===== src/rtl/mmio_uart_ctrl.sv =====
// Memory-mapped I/O block for the Riscv151 EX/MEM stage: UART TX holding register,
// RX FIFO and cycle/instret counters, with load data registered one cycle later.
module mmio_uart_ctrl #(
  parameter int RX_DEPTH  = 8,
  parameter int CNT_WIDTH = 32
) (
  input  logic        clk,
  input  logic        rst_n,
  input  logic [31:0] io_addr,
  input  logic [31:0] io_wdata,
  input  logic [3:0]  io_we,
  input  logic        io_re,
  input  logic        inst_retire,
  output logic [31:0] io_rdata,
  input  logic [7:0]  uart_rx_data,
  input  logic        uart_rx_valid,
  output logic        uart_rx_ready,
  output logic [7:0]  uart_tx_data,
  output logic        uart_tx_valid,
  input  logic        uart_tx_ready
);

  localparam int PTR_W = $clog2(RX_DEPTH);
  localparam int CNT_W = PTR_W + 1;
  localparam logic [CNT_W-1:0] FIFO_FULL = CNT_W'(RX_DEPTH);

  localparam logic [7:0] OFF_STATUS  = 8'h00;
  localparam logic [7:0] OFF_RX      = 8'h04;
  localparam logic [7:0] OFF_TX      = 8'h08;
  localparam logic [7:0] OFF_CYCLE   = 8'h10;
  localparam logic [7:0] OFF_INSTRET = 8'h14;
  localparam logic [7:0] OFF_CLEAR   = 8'h18;

  logic       hit;
  logic       store;
  logic       load;
  logic [7:0] offset;

  logic       tx_valid_reg;
  logic [7:0] tx_data_reg;
  logic       tx_accept;

  logic [7:0]       rx_mem [RX_DEPTH];
  logic [PTR_W-1:0] wr_ptr_reg;
  logic [PTR_W-1:0] rd_ptr_reg;
  logic [CNT_W-1:0] count_reg;
  logic             ready_en_reg;
  logic             rx_nonempty;
  logic             push;
  logic             pop;

  logic [CNT_WIDTH-1:0] cycle_reg;
  logic [CNT_WIDTH-1:0] instret_reg;
  logic                 cnt_clear;

  logic [31:0] rdata_next;
  logic [31:0] rdata_reg;
  logic        unused_bits;

  assign unused_bits = ^{io_addr[30:8], io_wdata[31:8]};

  assign hit    = io_addr[31];
  assign offset = io_addr[7:0];
  assign store  = hit && (|io_we);
  // A combined load+store performs only the store; the load is squashed.
  assign load   = hit && io_re && !(|io_we);

  // ---------------- TX holding register ----------------
  assign tx_accept     = store && (offset == OFF_TX) && !tx_valid_reg;
  assign uart_tx_valid = tx_valid_reg;
  assign uart_tx_data  = tx_data_reg;

  always_ff @(posedge clk or negedge rst_n) begin
    if (!rst_n) begin
      tx_valid_reg <= 1'b0;
      tx_data_reg  <= 8'h00;
    end else if (tx_accept) begin
      tx_valid_reg <= 1'b1;
      tx_data_reg  <= io_wdata[7:0];
    end else if (tx_valid_reg && uart_tx_ready) begin
      tx_valid_reg <= 1'b0;
    end
  end

  // ---------------- RX FIFO ----------------
  // ready_en keeps the receiver stalled while reset is asserted even though count is 0.
  assign rx_nonempty   = (count_reg != '0);
  assign uart_rx_ready = ready_en_reg && (count_reg != FIFO_FULL);
  assign push          = uart_rx_valid && uart_rx_ready;
  assign pop           = load && (offset == OFF_RX) && rx_nonempty;

  always_ff @(posedge clk) begin
    if (push) begin
      rx_mem[wr_ptr_reg] <= uart_rx_data;
    end
  end

  always_ff @(posedge clk or negedge rst_n) begin
    if (!rst_n) begin
      wr_ptr_reg   <= '0;
      rd_ptr_reg   <= '0;
      count_reg    <= '0;
      ready_en_reg <= 1'b0;
    end else begin
      ready_en_reg <= 1'b1;
      if (push) wr_ptr_reg <= wr_ptr_reg + 1'b1;
      if (pop)  rd_ptr_reg <= rd_ptr_reg + 1'b1;
      case ({push, pop})
        2'b10:   count_reg <= count_reg + 1'b1;
        2'b01:   count_reg <= count_reg - 1'b1;
        default: count_reg <= count_reg;
      endcase
    end
  end

  // ---------------- Counters ----------------
  assign cnt_clear = store && (offset == OFF_CLEAR);

  always_ff @(posedge clk or negedge rst_n) begin
    if (!rst_n) begin
      cycle_reg   <= '0;
      instret_reg <= '0;
    end else if (cnt_clear) begin
      cycle_reg   <= '0;
      instret_reg <= '0;
    end else begin
      cycle_reg   <= cycle_reg + 1'b1;
      instret_reg <= instret_reg + CNT_WIDTH'(inst_retire);
    end
  end

  // ---------------- Load data path ----------------
  always_comb begin
    rdata_next = 32'h0;
    if (load) begin
      case (offset)
        OFF_STATUS:  rdata_next = {30'b0, rx_nonempty, ~tx_valid_reg};
        OFF_RX:      rdata_next = rx_nonempty ? {24'b0, rx_mem[rd_ptr_reg]} : 32'h0;
        OFF_CYCLE:   rdata_next = 32'(cycle_reg);
        OFF_INSTRET: rdata_next = 32'(instret_reg);
        default:     rdata_next = 32'h0;
      endcase
    end
  end

  always_ff @(posedge clk or negedge rst_n) begin
    if (!rst_n) begin
      rdata_reg <= 32'h0;
    end else begin
      rdata_reg <= rdata_next;
    end
  end

  assign io_rdata = rdata_reg;

endmodule


===== config.mk =====
export PLATFORM = sky130hd
export DESIGN_NAME = mmio_uart_ctrl
export DESIGN_NICKNAME = d
export VERILOG_FILES = /design/src/rtl/mmio_uart_ctrl.sv
export SDC_FILE = /design/constraint.sdc
export NUM_CORES = 1
export LEC_CHECK = 0
export CORE_ASPECT_RATIO = 0.9
export CORE_UTILIZATION = 54
export CTS_CLUSTER_DIAMETER = 50
export CTS_CLUSTER_SIZE = 20
export DETAILED_ROUTE_END_ITERATION = 12
export PLACE_DENSITY = 0.76
export SETUP_SLACK_MARGIN = 0.2
export SLEW_MARGIN = 40
export SYNTH_ARGS = -nofsm -noshare
export SYNTH_HDL_FRONTEND = slang
export SYNTH_SLANG_ARGS = --single-unit

===== constraint.sdc =====
create_clock -name clk -period 3.05 [get_ports clk]
set_input_delay 0.61 -clock clk [delete_from_list [all_inputs] [get_ports clk]]
set_output_delay 0.61 -clock clk [all_outputs]
set_load 0.02 [all_outputs]

# After elaboration in Yosys (flattened, before gate mapping)
# Memories as Yosys holds them, arrays and structs flattened.
# Index checks and enable logic that the tools add are counted.
dict set report word_totals {
  regBits 116
  latch_bits 0
  ramBits 64
  mem_bits_ro 0
  out_inout_bits 42
  n_memories 1
}
dict set report classes {
  addsub 6
  n_mul 0
  div_mod_pow 0
  n_lt_le_gt_ge 0
  n_eq_ne 8
  shift 0
  n_mux 10
  n_bitwise 1
  n_reduce_logical 18
}
# memory depth width rd rd_clocked_by_memory_dff wr line_no
set memory_table {}
lappend memory_table {rx_mem 8 8 1 0 1 43} ;# logic [7:0] rx_mem [RX_DEPTH];
# operator count
set op_table {}
lappend op_table {{$pmux W32 S4} 1}
lappend op_table {{$mux W32} 3}
lappend op_table {{$add A32 B1 Y32} 1}
lappend op_table {{$add A32 B1 Y32 const B} 1}
lappend op_table {{$eq A8 B5 Y1 const B} 3}
lappend op_table {{$logic_and A1 B1 Y1} 11}
lappend op_table {{$eq A8 B3 Y1 const B} 1}
lappend op_table {{$eq A8 B4 Y1 const B} 1}
lappend op_table {{$logic_not A8 Y1} 1}
lappend op_table {{$mux W8} 1}
lappend op_table {{$pmux W4 S2} 1}
lappend op_table {{$add A3 B1 Y3 const B} 2}
lappend op_table {{$add A4 B1 Y4 const B} 1}
lappend op_table {{$mux W1} 4}
lappend op_table {{$ne A4 B4 Y1 const B} 1}
lappend op_table {{$reduce_bool A2 Y1} 2}
lappend op_table {{$reduce_bool A4 Y1} 1}
lappend op_table {{$reduce_or A4 Y1} 1}
lappend op_table {{$sub A4 B1 Y4 const B} 1}
lappend op_table {{$eq A2 B1 Y1 const B} 1}
lappend op_table {{$eq A2 B2 Y1 const B} 1}
lappend op_table {{$logic_not A1 Y1} 2}
lappend op_table {{$not A1 Y1} 1}

# Longest topological paths before layout
# Gate-level depths: netlist of the first run.
dict set report depth {
  depth_word 7
  mapped_depth 13
  mapped_depth_nobuf 11
}

# Least setup slack after synthesis of the first run
# Ideal clock, no wire load.
dict set report synth_path {
  path_type {input to register}
  from {in io_addr[1]}
  to {reg count_reg[2]}
  setup_ns 0.125
  arrival_ns 2.725
  required_time_ns 2.925
  setup_slack_ns 0.199
  path_stages 12
  path_buffers 1
  path_cell_list {or4_4 -> nor3_2 -> nand4_1 -> buf_2 -> inv_1 -> ha_1 -> xor2_1 -> ha_1 -> a21oi_1 -> xor2_1 -> nor2_1 -> xor2_1}
}
dict set report synth_between {
  elab_chain_len 5
  word_cells_on_any_way 7
  classes_between {eq/ne (3); mux (1); reduce/logical (3)}
}
# element line_no
set synth_rtl {}
lappend synth_rtl {{start, declared} 9} ;# input logic [31:0] io_addr,
lappend synth_rtl {{$eq A8 B3 Y1 (*)} 90} ;# assign pop = load && (offset == OFF_RX) && rx_nonempty;
lappend synth_rtl {{$logic_and A1 B1 Y1 (*) (2 in series)} 90}
lappend synth_rtl {{named net pop} 50} ;# logic pop;
lappend synth_rtl {{$eq A2 B1 Y1 / $eq A2 B2 Y1 (equally long branches)} 108} ;# case ({push, pop})
lappend synth_rtl {{$pmux W4 S2 / $reduce_bool A2 Y1 (equally long branches)} n/a}
lappend synth_rtl {{end signal, assigned} 109} ;# 2'b10: count_reg <= count_reg + 1'b1;
lappend synth_rtl {{end signal, assigned} 110} ;# 2'b01: count_reg <= count_reg - 1'b1;
lappend synth_rtl {{end signal, assigned} 111} ;# default: count_reg <= count_reg;
lappend synth_rtl {{end, declared} 46} ;# logic [CNT_W-1:0] count_reg;
# The timed path passes the listed nets; every way through them passes the cells marked *.
# A chain may end at the register's enable or synchronous reset.

# Worst setup path after layout of the first run
# Same ends and word-level chain as after synthesis.

==> out/metrics.cfg, run 1 <==
[floorplanning]
std_cell_rows=41
die_w_microns=130
fp.dieArea_sq_um=15100
pin_count=124
fp.dieH_microns=117
starting_utilization_of_the_core_area_pct=55.9
floorplan.core_area_sq_um=14200

[critical_path]
reg2regPathDepth=12
end_kind=register
required_time_reported_for_the_critical_path_endpoint_ns=3.37
crit_path_max_fanout=2
rrSetupSlack_ns=0.52
crit-reg2reg-capture=count_reg[2]
r2r_start=count_reg[1]
element_type_at_the_critical_path_start=input pin
path_class=input pin to register
arrival_ns=3.04

[synth]
async_s_r_ff_share_synth_pct=64.4
synth.top_cell.area_share_pct=36.7
synthDistinctLibCells=49
syn-num-nets=714
dominantRegCellSynth=dfrtp_1
syn_area_per_cell_sq_um=12.7
post_synth_inst_count=624
synth.yosys.warnings=0
synth_common_cells=dfrtp_1 (116), nor2_1 (99), edfxtp_1 (64)
synth.top_cells.by_area=dfrtp_1 (37%), edfxtp_1 (24%), xor2_1 (5.0%)
total_standard_cell_area_after_synthesis_sq_um=7910
synth-edff-count=64
yosys.cell_count.top_type=dfrtp_1
yosysSeqAreaShare_pct=61.0
synth_largest_area_cell=dfrtp_1
ys_seq_elements=180

[layout]
largest_register=rx_mem
syn2layout_area_growth_pct=20.7
final_nets=810
diodes=0
post_route_cells_drive_above_1_share_pct=14.2
largest_register_ffs=64
finish.instance_area_sq_um=9550

[pwr]
post-layout-total-power_w=0.00578
p_per_area_nw_per_um2=606
cellLeakagePower_nw=3.87
vdd_ir_drop_max_uv=499

[job]
max_cap_violations=0

[grt]
gr-usage-met1_pct=30.0
grt.overflow.total=0
globalRouteMet3Util_pct=6.27
met2_usage_pct=39.8
grt_use_total_pct=23.8
antenna_found_initial=0
via_count_of_the_first_global_routing_pass=5101
top_usage_layer=met2
global_route_wire_length_before_repair_microns=26400
pin_count_of_the_biggest_net_entering_global_routing=84

[cts]
clock_tree.htree_level_count=4
clock_sink_count=180
cts.root.buffer_cell=clkbuf_16
clock_tree_from_tritoncts=done
cts_buffers=17
cts.path.max_buffers=2
clk_pin_slew_ns=0.07
clkLatencyLatePin_ns=0.44
cts_setup_buffers=0
cts-hold-fix-buffers=0

[sta]
clock.fmax_mhz=367
tns_ns=0
setup_repair_after_global_routing_missed_its_margin=false
report.final.hold_viol_count=0
period_utilization_post_route_pct=89.3
post-route-min-period_ns=2.72
finalMaxSlewViolations=0
timing.final.setup_violations=0
timing.max_slew.rel_slack_pct=57.4
clock_skew_ns=0.00914
worst-slew-pin-transition_ns=0.634

[drt]
drc=0
detail_route.vias_per_cell=5.63
drtIter0Drc=344
drt_pass1_iterations=5
drt-wirelength-per-cell_microns=17.7
routed-via-count=5216
postRouteAntennaNets=0
wirelength_microns=16400

[place]
port-buffer-count=76
dp.final_hpwl_microns=11100
dpl_cell_area_sq_um=8950
placer_s_final_routability_congestion_estimate=0.856

[run_status]
outcome=completed

[hold_path]
worst_hold_path_type=input pin to async pin

[cell usage in the layout, fill, tap and decap left out, types with 2 or more instances in the layout]
cell type,synthesis,layout
dfrtp_1,116,115
nor2_1,99,99
clkdlybuf4s50_1,0,75
edfxtp_1,64,64
xor2_1,45,45
nand3_1,33,33
nand2_1,28,28
buf_4,4,28
a22oi_1,24,24
nand4_1,22,22
clkbuf_16,0,18
mux4_2,16,16
xnor2_1,14,14
mux2i_1,13,13
mux2_2,11,11
a21oi_1,11,10
and2_1,10,9
o21ai_0,9,9
and3_1,8,8
inv_1,9,8
or3_1,8,8
o22ai_1,8,8
ha_1,8,8
nor3_1,7,7
nor4_1,4,4
nand2b_1,4,4
inv_6,0,4
clkinv_4,0,4
nand3b_1,3,3
nor4_4,3,3
nand2_2,3,3
inv_8,0,3
nor3_4,1,2
o211ai_1,2,2
or4_1,2,2
clkbuf_8,1,2
buf_12,0,2
[metal layers]
metal / up-vias / part of all wire (%)
li1: 2432 / -
met1: 2637 / 42
met2: 127 / 52
met3: 20 / 4.1
met4: 0 / 1.9
met5: - / 0
[worst max-delay path: stages]
cell,delay (ns)
clkdlybuf4s50_1,0.39
or4_4,0.55
nor3_4,0.15
nand4_1,0.25
inv_2,0.13
ha_1,0.20
xor2_1,0.08
ha_1,0.21
a21oi_2,0.12
xor2_1,0.16
nor2_1,0.06
xor2_1,0.13
[where the power goes]
part / internal [W] / total [W] / switching [W]
sequential: 0.00275 / 0.00302 / 0.000271
clock: 0.00117 / 0.00214 / 0.000971
combinational: 0.000308 / 0.000629 / 0.000320
total: 0.00422 / 0.00578 / 0.00156
[timing repair]
action,4_1_cts,5_1_grt
gates resized for setup,0,2
endpoints found under the hold margin,0,0
endpoints found under the setup margin,0,1
[cell families after synthesis]
kind of cell / count (synthesis) / synth area share [%]
buffers and inverters: 37 / 2.99
AO/OA/AOI/OAI: 58 / 4.75
flip-flops: 180 / 61.0
multiplexers: 40 / 7.77
XOR/XNOR: 59 / 6.53
adder cells (fa/ha/maj): 8 / 1.27
other: 1 / 0.0474
AND/OR/NAND/NOR: 241 / 15.6
[metrics by stage]
stage                     setup WS (ns)  std cells  hold slack, ns  utilization [%]
after floorplan                   0.242        624           0.314                -
after global placement          -0.0933        894           0.485             63.2
after detailed placement         -0.171        894           0.492             63.2
after CTS                         0.302        926           0.110             67.4
after global routing              0.190        926           0.120             67.4
final                             0.326        926           0.112             67.4
[worst max-delay path by stage]
stage               slack, ns      endpoint  startpoint
CTS                      0.30  count_reg[2]  io_addr[1]
finish                   0.33  count_reg[2]  io_addr[1]
floorplan                0.24  count_reg[2]  io_addr[1]
detailed placement      -0.17  count_reg[2]  io_addr[1]
global route             0.19  count_reg[2]  io_addr[1]
global placement        -0.09  count_reg[2]  io_addr[1]
[cell type report]
type / count / area [sq um]
Clock buffer: 20 / 478
Clock inverter: 12 / 109
Fill cell: 1022 / 4610
Inverter: 9 / 33.8
Multi-Input combinational cell: 407 / 2860
Sequential cell: 180 / 4830
Tap cell: 193 / 241
Timing Repair Buffer: 105 / 1000
(Power assumes the default switching activity.)
==> run 2: changes to the inputs <==
--- a/config.mk
+++ b/config.mk
@@ -6,11 +6,11 @@
 export NUM_CORES = 1
 export LEC_CHECK = 0
 export CORE_ASPECT_RATIO = 0.9
-export CORE_UTILIZATION = 54
+export CORE_UTILIZATION = 40
 export CTS_CLUSTER_DIAMETER = 50
 export CTS_CLUSTER_SIZE = 20
 export DETAILED_ROUTE_END_ITERATION = 12
-export PLACE_DENSITY = 0.76
+export PLACE_DENSITY = 0.58
 export SETUP_SLACK_MARGIN = 0.2
 export SLEW_MARGIN = 40
 export SYNTH_ARGS = -nofsm -noshare
==> constraint.sdc (replaced) <==
create_clock -name clk -period 3.4 [get_ports clk]
set_input_delay 0.68 -clock clk [delete_from_list [all_inputs] [get_ports clk]]
set_output_delay 0.68 -clock clk [all_outputs]
set_load 0.02 [all_outputs]
==> out/metrics.cfg, run 2 (synthesis gave the netlist of run 1 again) <==
[run_status]
outcome=completed

[floorplanning]
starting_utilization_of_the_core_area_pct=41.0
fp.dieH_microns=135
fp.dieArea_sq_um=20300
die_w_microns=150
std_cell_rows=48
floorplan.core_area_sq_um=19300
pin_count=124

[critical_path]
required_time_reported_for_the_critical_path_endpoint_ns=3.71
timing.critical_path.cells=clkdlybuf4s50_1, or4_4, nor3_2, nand4_1, inv_1, ha_1, xor2_1, ha_1, a21oi_1, xor2_1, nor2_1, xor2_1
arrival_ns=3.04
cp_slowest_cell=or4_4
cpMostUsedCell=xor2_1
crit_path_max_fanout=2
path_class=input pin to register
end_kind=register
cp_slowest_stage_delay_ns=0.55
element_type_at_the_critical_path_start=input pin

[cts]
cts-hold-fix-buffers=0
post_cts_resized=0
cts_setup_buffers=0
clock_sink_count=180
cts_buffers=17
clock_tree_from_tritoncts=done
clk_pin_slew_ns=0.07
cts.root.buffer_cell=clkbuf_16
cts.path.max_buffers=2
clkLatencyLatePin_ns=0.43
clock_tree.htree_level_count=4

[sta]
clock.fmax_mhz=367
post-route-min-period_ns=2.72
worst-slew-pin-transition_ns=0.828
finalMaxSlewViolations=0
clock_skew_ns=0.00890
timing.final.setup_violations=0
timing.max_slew.rel_slack_pct=44.8
setup_repair_after_global_routing_missed_its_margin=false
tns_ns=0
report.final.hold_viol_count=0
whs_ns=0.272
period_utilization_post_route_pct=80.1

[layout]
largest_register_ffs=64
syn2layout_area_growth_pct=20.8
nFillCells=1655
final-seq-area_sq_um=4820
layout.cells.most_common_list=dfrtp_1 (116), nor2_1 (99), clkdlybuf4s50_1 (75), edfxtp_1 (64), xor2_1 (45)
multi_input_comb_area_sq_um=2850
final_nets=804
largest_register=rx_mem
final_common_cell=dfrtp_1
post_route_cells_drive_above_1_share_pct=12.9
diodes=0

[drt]
drtIter0Drc=324
detail_route.vias_per_cell=5.27
wirelength_microns=17100
drc=0
postRouteAntennaNets=0
drt-wirelength-per-cell_microns=17.5
drt_pass1_iterations=7
routed-via-count=5148

[pwr]
p_int_w=0.00378
vdd_ir_drop_max_uv=329
cellLeakagePower_nw=3.82
power.share.switching_pct=27.1
p_per_area_nw_per_um2=543
combinationalPowerShare_pct=10.7
seq_power_share_pct=52.1
power.net_switching_w=0.00141
power.share.clock_pct=37.3

[grt]
pin_count_of_the_biggest_net_entering_global_routing=80
via_count_of_the_first_global_routing_pass=5252
global_route_wire_length_before_repair_microns=27800
antenna_found_initial=0
grt.overflow.total=0
grt_use_total_pct=18.3

[place]
port-buffer-count=76
dp.final_hpwl_microns=11800
placer_s_final_routability_congestion_estimate=0.817

[job]
max_cap_violations=0

[hold_path]
worst_hold_path_type=input pin to async pin

run 2: layout make-up:
type / count / share of cell area, %
timing repair buffer: 99 / 9.92
multi-input combinational: 407 / 29.8
clock buffer: 20 / 5.02
inverter: 9 / 0.354
tap: 250 / 3.28
sequential: 180 / 50.5
clock inverter: 12 / 1.10
run 2: power groups by stage:
stage               Combinational, W  Sequential (W)  Clock [W]
finish                      0.000554         0.00270    0.00193
global route                0.000628         0.00273    0.00207
CTS                         0.000565         0.00269    0.00198
detailed placement          0.000560         0.00274          0
global placement            0.000537         0.00273          0
floorplan                   0.000373         0.00267          0
run 2: path summary, 6_finish.rpt:
path | cells after the start | slack, ns | to | from
setup / recovery | 12 | 0.68 | count_reg[2] | io_addr[1]
hold / removal | 1 | 0.27 | cycle_reg[10] | rst_n
setup reg to reg | 11 | 0.83 | count_reg[2] | count_reg[1]
hold reg to reg | 1 | 0.50 | count_reg[3] | count_reg[3]
min in group clk | 1 | 0.50 | count_reg[3] | count_reg[3]
max in group asynchronous | 2 | 2.35 | rd_ptr_reg[2] | rst_n
run 2: per-stage QoR:
stage | instances | worst slack [ns] | util, % | area [sq um] | total power, W
2_1_floorplan | 624 | 0.479 | - | 7910 | 0.00305
3_3_place_gp | 945 | 0.235 | 46.5 | 8960 | 0.00326
3_5_place_dp | 945 | 0.225 | 46.5 | 8970 | 0.00330
4_1_cts | 977 | 0.678 | 49.5 | 9550 | 0.00524
5_1_grt | 977 | 0.443 | 49.5 | 9550 | 0.00543
6_report | 977 | 0.678 | 49.5 | 9550 | 0.00518
run 2: routing by layer:
metal,part of all wire [%],up-vias,global-route usage (%)
met2,51,120,30.5
met1,43,2586,23.7
met3,3.6,22,3.57
met5,0,-,0
met4,2.1,0,6.79
li1,-,2420,-
run 2: critical path: cells and delay by family:
kind	cells	cell delay, ns
buf+inv	2	0.52
xor+xnor	3	0.38
fa+ha+maj	2	0.38
compound gates	1	0.14
simple gates	4	0.93
